`src/rtl/fifo_rd_stream_pkg.sv`:
```
// Shared helpers for the FIFO read-side stream stage.
package fifo_rd_stream_pkg;

  // The queue depth can be 3, so pointers wrap by compare-and-reset rather than by bit truncation.
  function automatic int unsigned wrap_inc(input int unsigned idx, input int unsigned depth);
    return (idx + 1 == depth) ? 0 : idx + 1;
  endfunction

endpackage

```
`src/rtl/fifo_rd_buf.sv`:
```
// DEPTH-entry circular register queue with push/pop, a count, and a registered head word.
module fifo_rd_buf
  import fifo_rd_stream_pkg::*;
#(
  parameter int DSIZE = 8,
  parameter int DEPTH = 2
) (
  input  logic                     rclk,
  input  logic                     rrst_n,
  input  logic                     push,
  input  logic [DSIZE-1:0]         push_data,
  input  logic                     pop,
  output logic [DSIZE-1:0]         head,
  output logic [$clog2(DEPTH+1)-1:0] count
);

  localparam int PW = $clog2(DEPTH);
  localparam int CW = $clog2(DEPTH + 1);

  logic [DSIZE-1:0] mem [DEPTH];
  logic [PW-1:0]    wr_ptr, rd_ptr, wr_ptr_nxt, rd_ptr_nxt;
  logic [CW-1:0]    count_nxt, remaining;
  logic [DSIZE-1:0] head_nxt;
  logic             pop_eff;

  assign pop_eff = pop && (count != '0);

  // NOTE: every variable gets a default at the top of always_comb so no path leaves it unassigned (no latch).
  always_comb begin
    wr_ptr_nxt = wr_ptr;
    rd_ptr_nxt = rd_ptr;
    head_nxt   = head;
    if (push)    wr_ptr_nxt = PW'(wrap_inc(32'(wr_ptr), DEPTH));
    if (pop_eff) rd_ptr_nxt = PW'(wrap_inc(32'(rd_ptr), DEPTH));
    remaining = count - CW'(pop_eff);
    count_nxt = remaining + CW'(push);
    // Head register tracks the oldest surviving word; a word entering an empty queue loads it directly.
    if (remaining != '0) head_nxt = mem[rd_ptr_nxt];
    else if (push)       head_nxt = push_data;
  end

  // NOTE: sequential state uses non-blocking assignments so all registers update from pre-edge values.
  always_ff @(posedge rclk or negedge rrst_n) begin
    if (!rrst_n) begin
      wr_ptr <= '0;
      rd_ptr <= '0;
      count  <= '0;
      head   <= '0;
    end else begin
      assert (!(push && !pop_eff && count == CW'(DEPTH))) else $error("fifo_rd_buf overflow");
      assert (!(pop && count == '0)) else $error("fifo_rd_buf underflow");
      wr_ptr <= wr_ptr_nxt;
      rd_ptr <= rd_ptr_nxt;
      count  <= count_nxt;
      head   <= head_nxt;
    end
  end

  // NOTE: storage entries are not reset; count gates every read of them, so reset cost buys nothing.
  always_ff @(posedge rclk) begin
    if (push) mem[wr_ptr] <= push_data;
  end

endmodule

```
`src/rtl/fifo_rd_stream.sv`:
```
// Read-side stream stage: prefetches from the FIFO memory into a small queue and presents a registered valid/ready stream.
module fifo_rd_stream
  import fifo_rd_stream_pkg::*;
#(
  parameter int DSIZE      = 8,
  parameter int RD_LATENCY = 0
) (
  input  logic             rclk,
  input  logic             rrst_n,
  input  logic             rempty,
  output logic             rinc,
  input  logic [DSIZE-1:0] rdata,
  output logic             m_valid,
  input  logic             m_ready,
  output logic [DSIZE-1:0] m_data,
  output logic [1:0]       occupancy
);

  localparam int D = 2 + RD_LATENCY;

  logic [1:0] count;
  logic [2:0] pending;
  logic       inflight;
  logic       push;

  // Reserve a slot for every word still travelling through the memory read pipeline.
  assign pending = 3'(count) + 3'(inflight);
  assign rinc    = !rempty && (pending < 3'(D));

  if (RD_LATENCY == 1) begin : g_lat1
    always_ff @(posedge rclk or negedge rrst_n) begin
      if (!rrst_n) inflight <= 1'b0;
      else         inflight <= rinc;
    end
    assign push = inflight;
  end else if (RD_LATENCY == 0) begin : g_lat0
    assign inflight = 1'b0;
    assign push     = rinc;
  end else begin : g_bad
    $error("fifo_rd_stream: RD_LATENCY must be 0 or 1");
  end

  assign m_valid   = (count != 2'd0);
  assign occupancy = count;

  fifo_rd_buf #(
    .DSIZE(DSIZE),
    .DEPTH(D)
  ) u_buf (
    .rclk     (rclk),
    .rrst_n   (rrst_n),
    .push     (push),
    .push_data(rdata),
    .pop      (m_valid && m_ready),
    .head     (m_data),
    .count    (count)
  );

endmodule

```
`config.mk`:
```
export PLATFORM = sky130hd
export DESIGN_NAME = fifo_rd_stream
export DESIGN_NICKNAME = d
export VERILOG_FILES = /design/src/rtl/fifo_rd_stream_pkg.sv /design/src/rtl/fifo_rd_buf.sv /design/src/rtl/fifo_rd_stream.sv
export SDC_FILE = /design/constraint.sdc
export NUM_CORES = 1
export LEC_CHECK = 0
export BUFFER_PORTS_ARGS = -buffer_cell sky130_fd_sc_hd__buf_2
export CAP_MARGIN = 20
export CORE_MARGIN = 2
export CORE_UTILIZATION = 40
export CTS_CLUSTER_SIZE = 16
export DETAILED_ROUTE_END_ITERATION = 8
export GPL_TIMING_DRIVEN = 0
export HOLD_SLACK_MARGIN = 0.12
export REMOVE_ABC_BUFFERS = 1
export SKIP_LAST_GASP = 1
export SYNTH_ARGS = -nofsm -noshare
export SYNTH_HDL_FRONTEND = slang
export SYNTH_HIERARCHICAL = 1
export SYNTH_SLANG_ARGS = --single-unit
```
`constraint.sdc`:
```
create_clock -name rclk -period 2.51 [get_ports rclk]
set_clock_uncertainty 0.15 [all_clocks]
set_input_delay 0.3765 -clock rclk [delete_from_list [all_inputs] [get_ports rclk]]
set_output_delay 0.3765 -clock rclk [all_outputs]
set_load 0.005 [all_outputs]
```
==> summary by stage <==
Worst setup path
The type of origin of the critical path is a flop. STA classifies the critical path endpoint as a flop. The sum of buffers and inverters on the critical path is 1. At the worst endpoint, the required time is 2.32 ns.

The signal on the critical path passes through nor2_1, buf_6, nor2b_1. The largest fanout on the critical path is 14. The data arrival time of the worst path is 2.16 ns. By startpoint and endpoint, the worst setup path is classified as flop to flop. The standard cell with the maximum stage delay on the critical path is sky130_fd_sc_hd__nor2b_1.

The cell family contributing the most delay on the critical path is simple AND/OR/NAND/NOR gates. The worst stage delay on the critical path is 0.65 ns.

CTS
TritonCTS built the clock tree. At the later pin of the worst-skew pair, clock insertion delay measures 0.32 ns. The TritonCTS buffer count is 3. The buffer cell driving the clock tree root is sky130_fd_sc_hd__clkbuf_4. In this run the number of H-tree levels came out at 1. The buffers inserted during post-CTS setup optimization is 0.

The clock drives 28 sinks. The number of gates given a new drive strength after cts is 0. Clock-pin slew was measured on the worst setup and hold paths at 0.14 ns. After clock tree synthesis, the flow added hold-fix buffers numbering 9. The largest buffer count on any clock path is 2.

Finish
The number of standard cells in the final layout excluding fillers is 144. The final cell area excluding filler cells is 1430 um2. The final net count is 128. The library cell used most frequently in the layout, excluding fill and tap cells, is sky130_fd_sc_hd__buf_2. The area growth from synthesis to final layout is 22.7%.

After filler insertion, the fill cell instance count of the layout stands at 233. In the layout the commonest cells are sky130_fd_sc_hd__buf_2 (23), sky130_fd_sc_hd__edfxtp_1 (16), sky130_fd_sc_hd__dfrtp_1 (12), sky130_fd_sc_hd__dlygate4sd3_1 (9), sky130_fd_sc_hd__nor2b_1 (9). The combined area of the multi-input logic cells is 360 um2. Across the whole layout, storage elements account for 781 um2. The share of cells above drive strength 1 is 0.257. The number of inserted diodes is 0.

Place
The number of placed instances, taps included, is 131. The number of buffers inserted by port buffering is 23. The total half-perimeter wirelength after legalization and detailed placement is 1300 um. The post-place instance area is 1320 um2. Routability-driven placement finished with a final weighted congestion of 0.677.

Die
During I/O placement, the number of pins put on the boundary was 24. The floorplan step set the die height to 58.1 um. The total area inside the core boundary comes to 2760 um2. The floorplan step defined a die boundary enclosing 3370 um2. The die extent in x is 58.1 um. After floorplanning, the core was divided into 19 placement rows. For this configuration, the core starts out at a cell density of 0.424.

Routing
The count of nets left with antenna violations after detail routing is 0. For this block, the initial DRC count from the detailed router was 29. Using the TritonRoute via totals, the vias-per-cell ratio works out to 5.06. The aggregate routed wire length is 1990 um. The length of the first detailed-routing pass in iterations is 4. The routed layout has 728 vias. The remaining design rule violation count is 0. The routed wirelength normalized by instance count is 13.8 um.

Synth
The synthesized netlist cell count is 80. The post-synthesis register bit count is 28. For this run, the number of Yosys warnings is 6. The unique cell type count in the Yosys netlist is 19. The average cell area after synthesis is 14.6 um2. The post-synthesis instance area is 1170 um2. The share of the Yosys chip area taken by registers is 0.668.

Global routing
The number of global-route vias before repair came to 752. Across every metal layer, demand over resource in global routing totals 0.132. The total grt overflow is 0. The initial antenna violation count is 0. The largest net degree at the start of global routing is 17.

The first-pass GRT wire length is 3280 um.

STA
Derived from the worst setup path, the maximum achievable clock frequency is 427 MHz. The final count of pins violating max slew is 0. The time the worst path needs with I/O delays and setup is 2.34 ns. Setup repair after global routing left no endpoint under its margin. The hold violation count in the final report is 0. In the finished design, the share of the clock period the worst path needs comes to 0.934. The setup-violating endpoint count in the final report is 0. In this run the tightest slew margin relative to its limit is 0.478. The worst-margin pin slew is 0.782 ns.

Pwr
The worst vdd rail ir drop is 0.662 mV. For this design the ratio of total power to cell area is 1140 nW/um2. Summed over all cells, the static leakage comes to 0.585 nW. The total power of the final layout is 1.64 mW.

Run status
The run finished with clean final reports.

Worst hold path
The path type of the worst min-delay path is input pin to async pin.

Flow run
Max-cap violations in this run came to 0.
flip-flops by register name, summed over array words and instances, names as in the netlist:
name          cells
u_buf/count       2
u_buf/wr_ptr      1
u_buf/head        8
u_buf/mem        16
u_buf/rd_ptr      1
synthesized netlist by cell type:
cell | instances | share of area
sky130_fd_sc_hd__inv_1 | 3 | 0.0096
sky130_fd_sc_hd__xnor2_4 | 1 | 0.024
sky130_fd_sc_hd__edfxtp_1 | 16 | 0.41
sky130_fd_sc_hd__xor2_1 | 1 | 0.0075
sky130_fd_sc_hd__dfrtp_1 | 12 | 0.26
sky130_fd_sc_hd__buf_2 | 1 | 0.0043
sky130_fd_sc_hd__o21a_4 | 1 | 0.013
sky130_fd_sc_hd__nand2b_1 | 1 | 0.0054
sky130_fd_sc_hd__a211oi_1 | 8 | 0.051
sky130_fd_sc_hd__o21a_1 | 1 | 0.0064
sky130_fd_sc_hd__nor2b_1 | 9 | 0.048
sky130_fd_sc_hd__ha_1 | 2 | 0.021
sky130_fd_sc_hd__and2_1 | 1 | 0.0054
sky130_fd_sc_hd__clkbuf_1 | 3 | 0.0096
sky130_fd_sc_hd__nor2_1 | 1 | 0.0032
sky130_fd_sc_hd__a21oi_1 | 8 | 0.034
sky130_fd_sc_hd__mux2i_1 | 8 | 0.069
sky130_fd_sc_hd__xnor2_1 | 2 | 0.015
sky130_fd_sc_hd__or2_1 | 1 | 0.0054
area by class of cell:
type / instances / share of cell area
flip-flops and latches: 28 / 0.545
multi-input cells: 45 / 0.251
well taps: 31 / 0.0271
clock inverters: 1 / 0.00262
clock buffers: 3 / 0.0157
inverters: 3 / 0.00785
repair buffers: 33 / 0.151
where the power goes:
| part | switching [mW] | internal, mW |
|---|---|---|
| Combinational | 0.371 | 0.356 |
| Sequential | 0.0813 | 0.651 |
| Clock | 0.123 | 0.0582 |
| Total | 0.576 | 1.07 |
path summary, 6_finish.rpt:
path | start | endpoint | slack, ns | depth (start not counted)
worst min-delay path | rrst_n | u_buf/head[2]$_DFFE_PN0P_ | 0.29 | 2
max in group asynchronous | rrst_n | u_buf/head[0]$_DFFE_PN0P_ | 1.68 | 2
worst max register to register | u_buf/count[1]$_DFF_PN0_ | u_buf/mem[0][4]$_DFFE_PP_ | 0.17 | 3
worst min register to register | u_buf/wr_ptr$_DFFE_PN0P_ | u_buf/wr_ptr$_DFFE_PN0P_ | 0.35 | 1
min in group rclk | u_buf/wr_ptr$_DFFE_PN0P_ | u_buf/wr_ptr$_DFFE_PN0P_ | 0.35 | 1
worst max-delay path | u_buf/count[1]$_DFF_PN0_ | u_buf/mem[0][4]$_DFFE_PP_ | 0.17 | 3
metrics by stage:
stage	setup TNS (ns)	worst slack, ns	util	hold WS [ns]
2_1_floorplan	0	0.290	-	-0.0691
3_3_place_gp	-2.70	-0.289	0.474	0.139
3_5_place_dp	0	0.110	0.478	0.138
4_1_cts	0	0.105	0.520	0.306
5_1_grt	0	0.00277	0.520	0.310
6_report	0	0.166	0.520	0.294
per-layer routing:
layer / share of wire / global-route usage
met2: 0.48 / 0.231
met3: 0.041 / 0.0201
met1: 0.46 / 0.161
met5: 0 / 0
met4: 0.014 / 0.0598
kinds of logic (layout without fill, tap and decap cells):
| logic type | after synthesis | in the layout | synth area share |
|---|---|---|---|
| xor gates and xnor gates | 4 | 4 | 0.0460 |
| buffers and inverters | 7 | 40 | 0.0235 |
| DFF | 28 | 28 | 0.668 |
| adders and majority gates | 2 | 2 | 0.0214 |
| and+or+nand+nor | 13 | 13 | 0.0675 |
| AOI/OAI and AO/OA | 18 | 18 | 0.105 |
| muxes | 8 | 8 | 0.0685 |
Note: power is estimated with default switching activity, not from simulation.
